==> config.mk <==
export PLATFORM = sky130hd
export DESIGN_NAME = id_instr_queue
export DESIGN_NICKNAME = d
export VERILOG_FILES = /design/src/rtl/drac_pkg.sv /design/src/rtl/id_instr_queue.sv
export SDC_FILE = /design/constraint.sdc
export NUM_CORES = 1
export LEC_CHECK = 0
export CAP_MARGIN = 20
export CORE_ASPECT_RATIO = 0.7
export CORE_UTILIZATION = 35
export DETAILED_ROUTE_END_ITERATION = 8
export SLEW_MARGIN = 20
export SYNTH_ARGS = -nofsm -noshare
export SYNTH_HDL_FRONTEND = slang
export SYNTH_SLANG_ARGS = --single-unit
==> constraint.sdc <==
create_clock -name clk_i -period 3.2 [get_ports clk_i]
set_input_delay 0.64 -clock clk_i [delete_from_list [all_inputs] [get_ports clk_i]]
set_output_delay 0.64 -clock clk_i [all_outputs]
set_load 0.02 [all_outputs]
==> src/rtl/drac_pkg.sv <==
// Shared fetch/decode types for the front end: the queue entry layout and default depth.
package drac_pkg;

    typedef logic [31:0] instruction_t;
    typedef logic [63:0] bus64_t;

    typedef struct packed {
        instruction_t instr;
        bus64_t       pc;
        logic         ex_valid;
    } fetch_entry_t;

    localparam int           INSTR_QUEUE_DEPTH = 4;
    localparam instruction_t INSTR_NOP         = 32'h0000_0013;  // addi x0, x0, 0

endpackage

==> src/rtl/id_instr_queue.sv <==
// Fetch-to-decode instruction queue: circular buffer with separate occupancy count,
// synchronous flush, and NOP/zero outputs whenever the queue is empty.
module id_instr_queue
    import drac_pkg::*;
#(
    parameter int DEPTH = INSTR_QUEUE_DEPTH
) (
    input  logic                     clk_i,
    input  logic                     rstn_i,
    input  logic                     flush_i,
    input  logic                     valid_i,
    input  logic [31:0]              instr_i,
    input  logic [63:0]              pc_i,
    input  logic                     ex_valid_i,
    output logic                     ready_o,
    output logic                     valid_o,
    output logic [31:0]              instr_o,
    output logic [63:0]              pc_o,
    output logic                     ex_valid_o,
    input  logic                     ready_i,
    output logic [$clog2(DEPTH):0]   count_o
);

    localparam int PTR_W = $clog2(DEPTH);
    localparam int CNT_W = PTR_W + 1;

    fetch_entry_t             r_mem [DEPTH];
    logic [PTR_W-1:0]         r_head;
    logic [PTR_W-1:0]         r_tail;
    logic [CNT_W-1:0]         r_count;

    logic                     w_push;
    logic                     w_pop;
    fetch_entry_t             w_in_entry;
    fetch_entry_t             w_head_entry;

    // Handshakes depend only on registered occupancy, so no input-to-ready path exists.
    assign ready_o = (r_count < CNT_W'(DEPTH));
    assign valid_o = (r_count != '0);

    assign w_push = valid_i & ready_o & ~flush_i;
    assign w_pop  = valid_o & ready_i & ~flush_i;

    assign w_in_entry   = '{instr: instr_i, pc: pc_i, ex_valid: ex_valid_i};
    assign w_head_entry = r_mem[r_head];

    assign instr_o    = valid_o ? w_head_entry.instr    : INSTR_NOP;
    assign pc_o       = valid_o ? w_head_entry.pc       : '0;
    assign ex_valid_o = valid_o ? w_head_entry.ex_valid : 1'b0;
    assign count_o    = r_count;

    // Storage is deliberately not reset; stale data is masked by count.
    always_ff @(posedge clk_i) begin
        if (w_push) begin
            r_mem[r_tail] <= w_in_entry;
        end
    end

    always_ff @(posedge clk_i or negedge rstn_i) begin
        if (!rstn_i) begin
            r_head  <= '0;
            r_tail  <= '0;
            r_count <= '0;
        end else if (flush_i) begin
            r_head  <= '0;
            r_tail  <= '0;
            r_count <= '0;
        end else begin
            if (w_push) r_tail <= r_tail + PTR_W'(1);
            if (w_pop)  r_head <= r_head + PTR_W'(1);
            case ({w_push, w_pop})
                2'b10:   r_count <= r_count + CNT_W'(1);
                2'b01:   r_count <= r_count - CNT_W'(1);
                default: r_count <= r_count;
            endcase
        end
    end

endmodule

==> results_dict.tcl <==
set metrics [dict create \
    status "finished, final reports clean" \
    cellLeakagePower_nw 6.53 \
    slew_headroom 0.682 \
    fin_crit_ns 3.12 \
    num_antenna_cells 0 \
    layout.nets 1022 \
    post-route-period-util 0.974 \
    cp-end-kind "output pin" \
    fin_skew_ns 0.0159 \
    fillers 3623 \
    crit_family "buffers and inverters" \
    yosysWarnings 0 \
    synth.area.top_cells "edfxtp_1 (77%), mux4_2 (14%), and2_1 (4.1%), dfrtp_1 (1.2%), buf_2 (0.46%)" \
    synth.distinct_cells 28 \
    yosysTopAreaCell "edfxtp_1" \
    ant_nets 0 \
    cts_tree "yes" \
    worstPathBufferInverterCount 3 \
    holdWs_ns 0.403 \
    htree_levels 2 \
    critical_path_required_ns 2.56 \
    hold_viol 0 \
    report.final.slew_viol_count 0 \
    rrSetupSlack_ns 1.01 \
    postSynth.asyncResetShare 0.0177 \
    pre_cts_slack_ns 0.372 \
    drc 0 \
    drt-pass1-iter-count 4 \
    syn-cell-area_um2 15100 \
    vias_per_cell 4.85 \
    avgRoutedWirePerCell_um 20.9 \
    io_pins 204 \
    tightest_slew_ns 0.476 \
    power_mw 12.6 \
    synth.net_count 783 \
    slowest_delay_ns 0.53 \
    synth_common_cells "edfxtp_1 (388), and2_1 (98), mux4_2 (97)" \
    final-setup-viol-count 0 \
    cts_buffer_depth 3 \
    setup_ws_ns 0.0834 \
    crit_path_start_kind "flip-flop" \
    cts_sinks 395 \
    grt_usage 0.144 \
    die-width_um 251 \
    cp_cell_sequence "buf_12, buf_4, mux4_2, and2_1, clkdlybuf4s50_1" \
    dieHeight_um 176 \
    cp_max_fo 5 \
    rsz0062_at_grt "no" \
    grt-ovfl-total 0 \
    synth_edf_count 388 \
    cts_buffers 40 \
    place_congestion 0.735 \
    avgSynthCellArea_um2 22.4 \
    synth_top_area_frac 0.770 \
    cp.arrival_ns 2.48 \
    drive_gt1_frac 0.203 \
    root_buffer "clkbuf_16" \
    via_count 7263 \
    ir_drop_uv 425 \
    fp-row-count 63 \
    critPathKind "reg2out" \
    die-area_um2 44100 \
    power_density_nw_per_um2 647 \
    slowest_stage "clkdlybuf4s50_1" \
    timing.setup.tns_ns 0 \
    r2r_start "count_o[2]" \
    yosysSeqAreaShare 0.782 \
    grt_max_degree 53 \
    yosysMostFrequentCell "edfxtp_1" \
    grt_pass1_wl_um 47600 \
    reg2reg_depth 9 \
    r2r_end "count_o[2]" \
    min_path_type "in2async" \
    yosys_most_used_dff "edfxtp_1" \
    clk_latency_ns 0.53 \
    antenna_found_initial 1 \
    syn-instance-count 676 \
    cap_violations 0 \
    start_util 0.356 \
    hpwl_um 18400 \
    clk_pin_slew_ns 0.06 \
    drt_iter0_drc 374 \
    coreArea_um2 42500 \
    ys_ff_latch 395 \
    wl_um 31300 \
    cts_hold_buf 0 \
    port_buffers 203 \
    utilization 0.456 \
    syn_to_final_growth_pct 28.2 \
    max_freq_mhz 321 \
    grt_pass1_vias 7752 \
]
layer usage:
metal / wire length (um) / global-route usage
met2: 15300 / 0.238
met1: 14000 / 0.192
met5: 12 / 0
met3: 1530 / 0.0332
met4: 546 / 0.0360
through the flow:
stage	area [um^2]	std cells
floorplan	15100	676
global placement	18100	1420
detailed placement	18100	1420
CTS	19400	1496
global route	19400	1496
finish	19400	1496
registers in the layout, indices dropped and copies added, names as in the netlist:
signal,cells
r_mem,388
count_o,3
r_head,2
r_tail,2
layout make-up:
| cell class | count | area, um^2 | share of cell area |
|---|---|---|---|
| clock buffer | 49 | 1060 | 0.0545 |
| multi-input combinational | 241 | 3110 | 0.160 |
| clock inverter | 22 | 249 | 0.0128 |
| inverter | 4 | 15.0 | 0.000774 |
| tap | 552 | 691 | 0.0356 |
| sequential | 395 | 11800 | 0.610 |
| timing repair buffer | 233 | 2440 | 0.126 |
layout by cell type (no fill, tap or decap), drive strengths merged, types with 2 or more instances in the layout:
cell           instances
mux4                  97
xor2                   3
dfrtp                  7
or2                    3
bufinv                 5
nand2b                 2
a21oi                  4
and2                  98
nor3                   2
nor2                   6
inv                    7
buf                   29
dlymetal6s2s           5
clkbuf                49
clkinv                13
edfxtp               388
o21ai                  5
xnor2                  2
nand3                  3
ha                     4
clkdlybuf4s50        111
nand2                  6
dlygate4sd2           87
logic make-up (layout without fill, tap and decap cells):
group / Yosys count / after routing / synth area share
simple gates: 122 / 122 / 0.0484
mux: 98 / 98 / 0.145
buf+inv: 40 / 308 / 0.0133
flops: 395 / 395 / 0.782
compound gates: 11 / 11 / 0.00405
xor+xnor: 5 / 5 / 0.00290
fa+ha+maj: 5 / 5 / 0.00463
repair_timing:
action | 4_1_cts | 5_1_grt
endpoints found under the setup margin | 93 | 5
cloned | 1 | 0
buffers inserted | 4 | 0
gates resized for setup | 91 | 5
power by group:
group          switching, mW  internal (mW)
logic                   1.02          0.954
clock network           1.91           2.76
registers             0.0466           5.87
worst max-delay path by stage:
stage / startpoint / endpoint / slack (ns) / depth (start not counted)
detailed placement: r_head[0] / pc_o[56] / 0.37 / 4
global placement: r_head[0] / instr_o[1] / 0.38 / 4
floorplan: flush_i / r_mem[0][0] / 0.56 / 3
finish: r_head[0] / pc_o[32] / 0.08 / 5
global route: r_head[0] / pc_o[32] / 0.001 / 5
CTS: r_head[0] / pc_o[28] / 0.002 / 5
No activity file was read; power rests on OpenSTA's default activity.
